### src/rtl/seq_subtractor_if.sv
// -----------------------------------------------------------------------------
// seq_subtractor_if
//   Handshake and data bus of the sequential subtractor.
//   Operand side : in_valid, in_ready, a, b
//   Result side  : out_valid, out_ready, diff, bo, ovf
//   ovf exists only when SEQ_SUBTRACTOR_OVF_EN is defined.
//   Modports: master = operand producer / result consumer, slave = subtractor.
// -----------------------------------------------------------------------------
interface seq_subtractor_if #(
  parameter int DATA_WIDTH = 32
);
  logic                  in_valid;
  logic                  in_ready;
  logic [DATA_WIDTH-1:0] a;
  logic [DATA_WIDTH-1:0] b;
  logic                  out_valid;
  logic                  out_ready;
  logic [DATA_WIDTH-1:0] diff;
  logic                  bo;
`ifdef SEQ_SUBTRACTOR_OVF_EN
  logic                  ovf;
`endif

  modport master (
    output in_valid, a, b, out_ready,
    input  in_ready, out_valid, diff, bo
`ifdef SEQ_SUBTRACTOR_OVF_EN
    , input ovf
`endif
  );

  modport slave (
    input  in_valid, a, b, out_ready,
    output in_ready, out_valid, diff, bo
`ifdef SEQ_SUBTRACTOR_OVF_EN
    , output ovf
`endif
  );
endinterface

### src/rtl/seq_subtractor.sv
// -----------------------------------------------------------------------------
// seq_subtractor
//   Multi-cycle a - b, one CHUNK_WIDTH slice per clock, LSB slice first.
//   A transaction is accepted in IDLE, computed over DATA_WIDTH/CHUNK_WIDTH
//   BUSY cycles and held in DONE until the consumer takes it.
//
//   Ports:
//     clk  - clock, rising edge
//     rst  - synchronous active-high reset
//     bus  - seq_subtractor_if.slave (in_valid/in_ready/a/b,
//            out_valid/out_ready/diff/bo[/ovf])
//
//   Configuration macro: SEQ_SUBTRACTOR_OVF_EN
//     defined   -> ovf port and signed-overflow logic present
//     undefined -> ovf absent, everything else identical
// -----------------------------------------------------------------------------
module seq_subtractor #(
  parameter int DATA_WIDTH  = 32,
  parameter int CHUNK_WIDTH = 8
) (
  input  logic              clk,
  input  logic              rst,
  seq_subtractor_if.slave   bus
);

  localparam int NUM_CHUNKS = DATA_WIDTH / CHUNK_WIDTH;
  localparam int CNT_W      = (NUM_CHUNKS > 1) ? $clog2(NUM_CHUNKS) : 1;
  localparam logic [CNT_W-1:0] LAST_CHUNK = CNT_W'(NUM_CHUNKS - 1);

  if ((DATA_WIDTH % CHUNK_WIDTH) != 0) begin : g_width_check
    $error("seq_subtractor: DATA_WIDTH must be a multiple of CHUNK_WIDTH");
  end

  typedef enum logic [1:0] {
    IDLE = 2'd0,
    BUSY = 2'd1,
    DONE = 2'd2
  } state_t;

  state_t                state;
  logic [CNT_W-1:0]      cnt;
  logic                  borrow;
  logic [DATA_WIDTH-1:0] a_r;
  logic [DATA_WIDTH-1:0] b_r;
  logic [DATA_WIDTH-1:0] diff_r;
  logic                  in_ready_r;
  logic                  out_valid_r;
`ifdef SEQ_SUBTRACTOR_OVF_EN
  logic                  ovf_r;
`endif

  // Current slice arithmetic: a + ~b + ~borrow, i.e. a - b - borrow.
  logic [CHUNK_WIDTH-1:0] a_slice;
  logic [CHUNK_WIDTH-1:0] b_slice;
  logic [CHUNK_WIDTH:0]   slice_sum;
  logic                   slice_borrow;

  // NOTE: every combinational output is assigned on every path, so no latch
  // can be inferred; all assignments here are blocking.
  always_comb begin
    a_slice      = a_r[cnt*CHUNK_WIDTH +: CHUNK_WIDTH];
    b_slice      = b_r[cnt*CHUNK_WIDTH +: CHUNK_WIDTH];
    slice_sum    = {1'b0, a_slice} + {1'b0, ~b_slice} + {{CHUNK_WIDTH{1'b0}}, ~borrow};
    // A carry out of a + ~b + 1 means no borrow was needed.
    slice_borrow = ~slice_sum[CHUNK_WIDTH];
  end

  // NOTE: sequential state uses non-blocking assignments only, so every
  // register samples the pre-edge values of the others.
  always_ff @(posedge clk) begin
    if (rst) begin
      // NOTE: operand registers are reset along with the rest; they are few
      // flops and it keeps every observable value deterministic after reset.
      state       <= IDLE;
      cnt         <= '0;
      borrow      <= 1'b0;
      a_r         <= '0;
      b_r         <= '0;
      diff_r      <= '0;
      in_ready_r  <= 1'b1;
      out_valid_r <= 1'b0;
`ifdef SEQ_SUBTRACTOR_OVF_EN
      ovf_r       <= 1'b0;
`endif
    end else begin
      unique case (state)
        IDLE: begin
          if (bus.in_valid) begin
            a_r        <= bus.a;
            b_r        <= bus.b;
            borrow     <= 1'b0;
            cnt        <= '0;
            in_ready_r <= 1'b0;
            state      <= BUSY;
          end
        end

        BUSY: begin
          diff_r[cnt*CHUNK_WIDTH +: CHUNK_WIDTH] <= slice_sum[CHUNK_WIDTH-1:0];
          borrow <= slice_borrow;
          if (cnt == LAST_CHUNK) begin
            out_valid_r <= 1'b1;
            state       <= DONE;
`ifdef SEQ_SUBTRACTOR_OVF_EN
            // Signed overflow: operand signs differ and the result sign
            // differs from the minuend sign. The MSB of diff is the MSB of
            // the slice being written on this very edge.
            ovf_r <= (a_r[DATA_WIDTH-1] != b_r[DATA_WIDTH-1]) &&
                     (slice_sum[CHUNK_WIDTH-1] != a_r[DATA_WIDTH-1]);
`endif
          end else begin
            cnt <= cnt + 1'b1;
          end
        end

        DONE: begin
          if (bus.out_ready) begin
            out_valid_r <= 1'b0;
            in_ready_r  <= 1'b1;
            state       <= IDLE;
          end
        end

        default: begin
          state       <= IDLE;
          in_ready_r  <= 1'b1;
          out_valid_r <= 1'b0;
        end
      endcase
    end
  end

  assign bus.in_ready  = in_ready_r;
  assign bus.out_valid = out_valid_r;
  assign bus.diff      = diff_r;
  // After the MSB slice the borrow register holds the final borrow.
  assign bus.bo        = borrow;
`ifdef SEQ_SUBTRACTOR_OVF_EN
  assign bus.ovf       = ovf_r;
`endif

endmodule

### src/flat_wrapper.sv
// flat-port wrapper written by rule: the top's interface ports become plain ports
module seq_subtractor_flat 
#(
  parameter int DATA_WIDTH  = 32,
  parameter int CHUNK_WIDTH = 8
)
  (clk, rst, bus_in_valid, bus_a, bus_b, bus_out_ready, bus_in_ready, bus_out_valid, bus_diff, bus_bo);
  seq_subtractor_if #(.DATA_WIDTH(DATA_WIDTH)) bus_i ();
  input  logic clk;
  input  logic rst;
  input wire logic [$bits(bus_i.in_valid)-1:0] bus_in_valid;
  input wire logic [$bits(bus_i.a)-1:0] bus_a;
  input wire logic [$bits(bus_i.b)-1:0] bus_b;
  input wire logic [$bits(bus_i.out_ready)-1:0] bus_out_ready;
  output wire logic [$bits(bus_i.in_ready)-1:0] bus_in_ready;
  output wire logic [$bits(bus_i.out_valid)-1:0] bus_out_valid;
  output wire logic [$bits(bus_i.diff)-1:0] bus_diff;
  output wire logic [$bits(bus_i.bo)-1:0] bus_bo;
  assign bus_i.in_valid = bus_in_valid;
  assign bus_i.a = bus_a;
  assign bus_i.b = bus_b;
  assign bus_i.out_ready = bus_out_ready;
  assign bus_in_ready = bus_i.in_ready;
  assign bus_out_valid = bus_i.out_valid;
  assign bus_diff = bus_i.diff;
  assign bus_bo = bus_i.bo;
  seq_subtractor #(.DATA_WIDTH(DATA_WIDTH), .CHUNK_WIDTH(CHUNK_WIDTH)) u_core (.clk(clk), .rst(rst), .bus(bus_i));
endmodule
### config.mk
export PLATFORM = sky130hd
export DESIGN_NAME = seq_subtractor_flat
export DESIGN_NICKNAME = d
export VERILOG_FILES = /design/src/rtl/seq_subtractor_if.sv /design/src/rtl/seq_subtractor.sv /design/src/flat_wrapper.sv
export SDC_FILE = /design/constraint.sdc
export NUM_CORES = 1
export LEC_CHECK = 0
export CORE_MARGIN = 5
export CORE_UTILIZATION = 40
export DETAILED_ROUTE_END_ITERATION = 7
export PLACE_DENSITY = 0.78
export REMOVE_ABC_BUFFERS = 1
export SKIP_CTS_REPAIR_TIMING = 1
export SLEW_MARGIN = 0
export SYNTH_ARGS = -nofsm -noshare
export SYNTH_HDL_FRONTEND = slang
export SYNTH_SLANG_ARGS = --single-unit
### constraint.sdc
create_clock -name clk -period 3.8 [get_ports clk]
set_input_delay 0.95 -clock clk [delete_from_list [all_inputs] [get_ports clk]]
set_output_delay 0.95 -clock clk [all_outputs]
set_load 0.05 [all_outputs]
# --- Yosys cells after proc, flatten, opt, wreduce, memory -nomap -nowiden ---
# Cells that the tools add are included.
op_classes:
  n_reduce_logical: 8
  n_mux: 15
  n_addsub: 4
  bitwise: 5
  shifts: 4
  n_eq_ne: 7
ops:
  columns: ["operator", "count"]
  rows:
  - ["$shiftx 32x6->8", 2]
  - ["$neg 5->34", 1]
  - ["$shift 8x34->32 const A", 1]
  - ["$shiftx 8x34->32", 1]
  - ["$bwmux 32", 1]
  - ["$reduce_and 3->1", 4]
  - ["$mux 2", 5]
  - ["$add 8x8->9", 1]
  - ["$add 9x1->9", 1]
  - ["$not 8->8", 1]
  - ["$ne 2x2->1 const B", 3]
  - ["$pmux 1 s3", 2]
  - ["$pmux 2 s3", 1]
  - ["$eq 2x2->1 const B", 2]
  - ["$mux 1", 4]
  - ["$not 1->1", 4]
  - ["$pmux 2 s2", 1]
  - ["$reduce_and 2->1", 2]
  - ["$add 2x1->2 const B", 1]
  - ["$eq 2x1->1 const B", 1]
  - ["$logic_not 2->1", 1]
  - ["$ne 2x1->1 const B", 1]
  - ["$pmux 1 s2", 1]
  - ["$reduce_bool 2->1", 1]
totals:
  wordCells: 51
  ff_bits: 103
  out_inout_bits: 35
  inputBits: 68

# --- Logic depth before layout (Yosys ltp) ---
# Gate-level depths: netlist (run 1).
logic_depth:
  depth_word: 6
  mapped_depth: 11
  ltp_nobuf: 9

# --- Worst setup path before layout (run 1) ---
# No wires, ideal clock.
synth_timing:
  path_kind: "register to register"
  start: "register u_core.cnt[1]"
  end: "register u_core.diff_r[30] (netlist: u_core.bus.diff[30])"
  setup_slack_ps: 716
  t_required_ps: 3670
  setup_time_ps: 130
  n_path_buf: 2
  path_stages_with_launch: 11
  synth_period_minus_slack_ps: 3084
  t_arrival_ps: 2954
  path_cell_list: "dfxtp_1 > buf_2 > clkbuf_1 > mux4_2 > fa_1 > fa_1 > a21oi_1 > o21ai_0 > a21oi_1 > xnor2_1 > o21ai_0"
synth_between:
  elab_chain_len: 6
  elab_cells_between_ends: 9
  cone_classes: "add/sub: 3; shift: 4; mux: 1; bitwise: 1"
synth_lines:
  columns: ["element", "line_no", "text"]
  rows:
  - ["start: declaration", "seq_subtractor.sv:41", "logic [CNT_W-1:0] cnt;"]
  - ["start signal: assignment", "seq_subtractor.sv:112", "cnt <= cnt + 1'b1;"]
  - ["$shiftx 32x6->8", "seq_subtractor.sv:62", "b_slice = b_r[cnt*CHUNK_WIDTH +: CHUNK_WIDTH];"]
  - ["$not 8->8", "seq_subtractor.sv:63", "slice_sum = {1'b0, a_slice} + {1'b0, ~b_slice} + {{CHUNK_WIDTH{1'b0}}, ~borrow};"]
  - ["$add 8x8->9", "seq_subtractor.sv:63", null]
  - ["$add 9x1->9", "seq_subtractor.sv:63", null]
  - ["$shiftx 8x34->32", "seq_subtractor.sv:99", "diff_r[cnt*CHUNK_WIDTH +: CHUNK_WIDTH] <= slice_sum[CHUNK_WIDTH-1:0];"]
  - ["$bwmux 32 *", "seq_subtractor.sv:99", null]
  - ["end signal: indexed assignment", "seq_subtractor.sv:99", null]
  - ["end: declaration", "seq_subtractor.sv:45", "logic [DATA_WIDTH-1:0] diff_r;"]
# Every way passes the cells marked *; elsewhere a longest branch is shown, timed or not.
# A chain may end at the register's enable or synchronous reset.

# --- Worst setup path after layout (run 1) ---
layout_timing:
  start: "register u_core.cnt[1]"
  end: "register u_core.diff_r[7] (netlist: u_core.bus.diff[7])"
# Same word-level chain as after synthesis.

==> reports/qor.yml, run 1 <==
outcome: "finished clean"
pin_count: 103
leakage_uw: 0.00208
drt-met1-wl_um: 4740
syn_avg_cell_area_um2: 8.85
grt.total_usage_pct: 16.5
critPathMaxStageDelay_ns: 0.53
grt_pass1_wl_um: 17700
ys.warnings.count: 0
core_um2: 10800
grt_pass1_vias: 3793
die_y_um: 115
vias: 3790
layout-area-overhead-vs-synth_pct: 29.0
critPathArrivalTime_ns: 3.20
max_slew_margin_pct: 33.2
antennaDiodeCount: 0
critPathKind: "reg -> reg"
hpwl_um: 8010
maxCapViolations: 0
wl_um: 10600
peakVddDrop_uv: 203
hold_violations: 0
final_common_cell: "nand2_1"
finalSetupTns_ns: 0
start_util_pct: 40.9
final_nets: 670
cts_tree: "built"
mostFrequentLayoutCells: "nand2_1 (133), dfxtp_1 (103), clkdlybuf4s50_1 (101)"
htreeDepth: 3
cp_num_buf_inv: 2
place_ws_ns: 0.826
top_layer: "met4"
ant_nets: 0
grt_overflow: 0
antenna_found_initial: 0
wl_per_cell_um: 14.5
via_per_inst: 5.18
regArea_um2: 2060
placed_area_um2: 5540
drive_above_1_share_pct: 7.94
drtPass1Iterations: 4
ys_ff_latch: 103
met3_length_um: 635
cts_sinks: 103
tightest_slew_ns: 1.00
post-route-drc-count: 0
grt_setup_unrepaired: "no"
fin_ws_ns: 0.832
fin_worst_skew_ns: 0.00618
start_kind: "flip-flop"
io_buffers: 102
fin_area_um2: 5720
cts.clk_slew.worst_paths_ns: 0.09
multi_input_comb_area_um2: 2200
num_rows: 38
fmax_ghz: 0.337
die_w_um: 115
seq_area_frac_synth_pct: 46.5
powerDensity_nw_per_um2: 395
met2_length_um: 5130
setup_viol: 0
cp_cell_sequence: "buf_4 > mux4_2 > inv_1 > ha_1 > nand2_1 > o31ai_2 > a2111oi_0 > a311oi_1 > o21ai_1"
cp_slowest_cell: "dfxtp_1"
worstPathRequired_ns: 4.03
cp_top_family: "compound AO/OA/AOI/OAI gates"
cts_root_buffer: "clkbuf_8"
fin_crit_ns: 2.97
syn_inst: 501
hp-class: "reg -> reg"
clock_latency_ns: 0.36
syn-cell-area_um2: 4440
fill_cells: 1007
endpoint_kind: "flip-flop"
drv_slew: 0
r2r_slack_ns: 0.83
fin_crit_sh_pct: 78.1
cts_buffers: 9
grt_max_degree: 108
dieArea_um2: 13300
first_iter_violations: 145
synth.distinct_cells: 34
cts_max_path_buffers: 2
routabilityCongestion: 0.808
critical_path.max_fanout: 15
cells by family after synthesis:
kind of cell    count (synthesis)  share of synthesized area [%]
simple gates                  197                           20.1
compound gates                120                           15.7
flops                         103                           46.5
buf+inv                        45                           4.03
mux                            16                           8.12
fa+ha+maj                      15                           4.57
xor+xnor                        5                          0.987
area by class of cell:
cell class / count / area share (%)
inverters: 14 / 0.918
well taps: 140 / 3.06
multi-input cells: 353 / 38.5
clock buffers: 10 / 2.40
clock inverters: 6 / 0.787
repair buffers: 106 / 18.3
flip-flops and latches: 103 / 36.0
sequential cells by signal, summed over array words and instances (netlist names):
| register | count |
|---|---|
| u_core.a_r | 32 |
| u_core.bus.out_valid | 1 |
| u_core.cnt | 2 |
| u_core.bus.bo | 1 |
| u_core.bus.diff | 32 |
| u_core.b_r | 32 |
| u_core.state | 2 |
| u_core.bus.in_ready | 1 |
cell usage after synthesis:
master,count,area share [%]
nand2_1,133,11
dfxtp_1,103,46
a21oi_1,74,8.3
nor2_1,38,3.2
a22oi_1,24,4.1
clkbuf_1,16,1.4
mux4_2,16,8.1
inv_1,14,1.2
ha_1,13,3.7
buf_1,9,0.76
nand3b_1,9,1.5
o21ai_1,7,0.79
nand2b_1,6,0.85
buf_2,5,0.56
o21ai_0,4,0.45
nor4b_4,3,1.6
o21bai_1,3,0.51
xor2_1,3,0.59
a311oi_1,2,0.39
fa_1,2,0.90
nand2_4,2,0.51
nor3_1,2,0.23
xnor2_1,2,0.39
a2111oi_0,1,0.20
a211oi_1,1,0.17
a21o_1,1,0.17
a31oi_1,1,0.14
a32oi_1,1,0.20
buf_4,1,0.17
nand2_2,1,0.14
nor2b_1,1,0.14
nor4_4,1,0.48
o31ai_2,1,0.28
or2_2,1,0.14
through the flow:
| stage | power, µW | std cells | utilization [%] | hold slack [ns] |
|---|---|---|---|---|
| floorplan | 1480 | 470 | - | 0.427 |
| global placement | 1650 | 716 | 51.1 | 0.439 |
| detailed placement | 1660 | 716 | 51.1 | 0.445 |
| CTS | 2280 | 732 | 52.8 | 0.458 |
| global route | 2380 | 732 | 52.8 | 0.470 |
| finish | 2260 | 732 | 52.8 | 0.456 |
report_power, final:
| part | switching [µW] | total [µW] | internal [µW] |
|---|---|---|---|
| registers | 32.4 | 1170 | 1130 |
| logic | 268 | 471 | 203 |
| clock network | 368 | 626 | 258 |
| total | 669 | 2260 | 1590 |
tightest hold or removal path, cell delays in order (launching register included):
cell and delay [ns]:
dfxtp_1 0.32, nand2_1 0.05, a21oi_1 0.05
worst paths after layout:
path | startpoint | end | cells after the start
worst max register to register | u_core.cnt[1] | u_core.bus.diff[7] | 9
worst min-delay path | u_core.a_r[3] | u_core.a_r[3] | 2
worst max-delay path | u_core.cnt[1] | u_core.bus.diff[7] | 9
worst min register to register | u_core.a_r[3] | u_core.a_r[3] | 2
metal layers:
| metal | global-route usage [%] | up-vias |
|---|---|---|
| met3 | 4.47 | 14 |
| met4 | 4.23 | 0 |
| met2 | 27.7 | 101 |
| met5 | 0 | - |
| li1 | - | 1882 |
| met1 | 21.0 | 1793 |
(Power assumes the default switching activity.)
==> inputs of run 2 (changes only) <==
==> constraint.sdc (replaced) <==
create_clock -name clk -period 2.8 [get_ports clk]
set_input_delay 0.7 -clock clk [delete_from_list [all_inputs] [get_ports clk]]
set_output_delay 0.7 -clock clk [all_outputs]
set_load 0.05 [all_outputs]
==> run 2 against run 1 <==
Clock skew rose by 0.0032 ns; wire length rose by 3.9%; largest cell class unchanged; utilization rose by 1.9 points; flip-flop and latch count did not move; critical path type unchanged; setup slack got worse by 0.68 ns; clock-buffer cell count did not move; power rose by 47%.
==> reports/qor.yml, run 2 (same netlist as run 1, synthesis figures left out) <==
outcome: "finished clean"
met1_usage_pct: 21.5  # +0.51 points
grt_pass1_vias: 3802  # +0.24%
cts_root_buffer: "clkbuf_8"
die_w_um: 115  # unchanged
r2r_cells: 8  # -1
top_usage_layer: "met2"
final_common_cell: "nand2_1"
dp_cells: 726  # +1.4%
drv_slew: 0  # unchanged
dieArea_um2: 13300  # unchanged
endpoint_kind: "flip-flop"
hp-class: "reg -> reg"
final_nets: 681  # +1.6%
total_power_uw: 3330  # +47%
critical_path.max_fanout: 2  # -13
grt_max_degree: 58  # -46%
r2r_slack_ns: 0.15  # -0.68 ns
cts_tree: "built"
start_kind: "flip-flop"
die_y_um: 115  # unchanged
hold_start: "u_core.a_r[16]"
critPathKind: "reg -> reg"
htreeDepth: 3  # unchanged
fin_crit_sh_pct: 94.6  # +16 points
grt_pass1_wl_um: 17900  # +1.6%
fin_crit_ns: 2.65  # -0.320 ns
core_um2: 10800  # unchanged
peakVddDrop_uv: 296  # +46%
via_per_inst: 5.15  # -0.59%
hpwl_um: 8450  # +5.5%
fin_util_pct: 54.7  # +1.9 points
maxCapViolations: 0  # unchanged
grt_overflow: 0  # unchanged
hold_violations: 0  # unchanged
io_buffers: 102  # unchanged
wl_per_cell_um: 14.9  # +2.5%
setup_viol: 0  # unchanged
cts_max_path_buffers: 2  # unchanged
max_slew_margin_pct: 63.1  # +30 points
whs_path_depth: 2  # unchanged
mostFrequentLayoutCells: "nand2_1 (133), clkdlybuf4s50_1 (101), dfxtp_1 (101)"
worstPathRequired_ns: 3.08  # -0.95 ns
grt.total_usage_pct: 16.9  # +0.44 points
cts.clk_slew.worst_paths_ns: 0.10  # about the same
grt_util_met2_pct: 28.9  # +1.2 points
grtUsageMet3_pct: 4.05  # -0.42 points
cts_sinks: 103  # unchanged
drive_above_1_share_pct: 11.3  # +3.4 points
pin_count: 103  # unchanged
final_cells: 742  # +1.4%
holdPathEnd: "u_core.a_r[16]"
cts_buffers: 9  # unchanged
post-route-drc-count: 0  # unchanged
antennaDiodeCount: 0  # unchanged
layout-area-overhead-vs-synth_pct: 33.6
fmax_ghz: 0.378  # +12%
clock_latency_ns: 0.37  # about the same
ant_nets: 0  # unchanged
routabilityCongestion: 0.804  # -0.42%
leakage_uw: 0.00218  # +5.0%
antenna_found_initial: 0  # unchanged
vias: 3819  # +0.77%
tightest_slew_ns: 0.554  # -0.448 ns
r2r-end: "u_core.bus.bo"
reg2reg_from: "u_core.cnt[0]"
fin_worst_skew_ns: 0.00937  # +0.00320 ns
powerDensity_nw_per_um2: 561  # +42%
num_rows: 38  # unchanged
drtPass1Iterations: 4  # unchanged
critPathArrivalTime_ns: 2.92  # -0.28 ns
start_util_pct: 40.9  # unchanged
wl_um: 11000  # +3.9%
first_iter_violations: 163  # +12%
## run 2: final cells by class
class                      instances  area (µm²)
clock buffer                      10         138
sequential                       103        2060
multi-input combinational        353        2260
tap                              140         175
fill                             977        4920
inverter                          14        52.6
timing repair buffer             117        1150
clock inverter                     5        82.6
## run 2: power breakdown
part           switching, µW  internal, µW
clock network            490           524
logic                    402           326
registers               45.7          1540
total                    938          2390
## run 2: worst max-delay path by stage
| stage | start | endpoint | slack, ns | cells after the start |
|---|---|---|---|---|
| 3_5_place_dp | u_core.cnt[0] | u_core.bus.diff[7] | -0.05 | 8 |
| 2_1_floorplan | bus_in_valid | u_core.cnt[1] | -0.58 | 5 |
| 5_1_grt | u_core.cnt[0] | u_core.bus.diff[29] | -0.006 | 8 |
| 3_3_place_gp | u_core.cnt[0] | u_core.bus.diff[30] | 0.07 | 8 |
| 4_1_cts | u_core.cnt[1] | u_core.bus.diff[7] | -0.07 | 9 |
| 6_report | u_core.cnt[0] | u_core.bus.bo | 0.15 | 8 |
## run 2: metal layers
metal,part of all wire (%),wire length [µm]
met1,43,4800
met2,50,5500
met3,5.7,625
met4,1.1,119
met5,0,0
## run 2: through the flow
stage | hold slack, ns | setup slack, ns | instance area [µm²] | setup TNS [ns]
3_5_place_dp | 0.447 | -0.0509 | 5630 | -0.120
2_1_floorplan | 0.427 | -0.584 | 4310 | -26.34
4_1_cts | 0.460 | -0.0741 | 5850 | -0.221
5_1_grt | 0.475 | -0.00609 | 5920 | -0.0106
6_report | 0.459 | 0.152 | 5920 | 0
3_3_place_gp | 0.442 | 0.0690 | 5630 | 0
## run 2: worst max-delay path, cell delays in order (launching register included)
cell      delay, ns
dfxtp_2        0.36
mux4_2         0.51
fa_2           0.39
fa_1           0.42
a21oi_2        0.18
o21ai_0        0.12
a21oi_2        0.22
o21bai_1       0.10
a311oi_1       0.25
==> inputs of run 3 (changes only) <==
--- a/config.mk
+++ b/config.mk
@@ -5,6 +5,7 @@
 export SDC_FILE = /design/constraint.sdc
 export NUM_CORES = 1
 export LEC_CHECK = 0
+export CAP_MARGIN = 5
 export CORE_MARGIN = 5
 export CORE_UTILIZATION = 40
 export DETAILED_ROUTE_END_ITERATION = 7
==> results of run 3 <==
Final layout, timing and power as in run 2 (identical DEF).
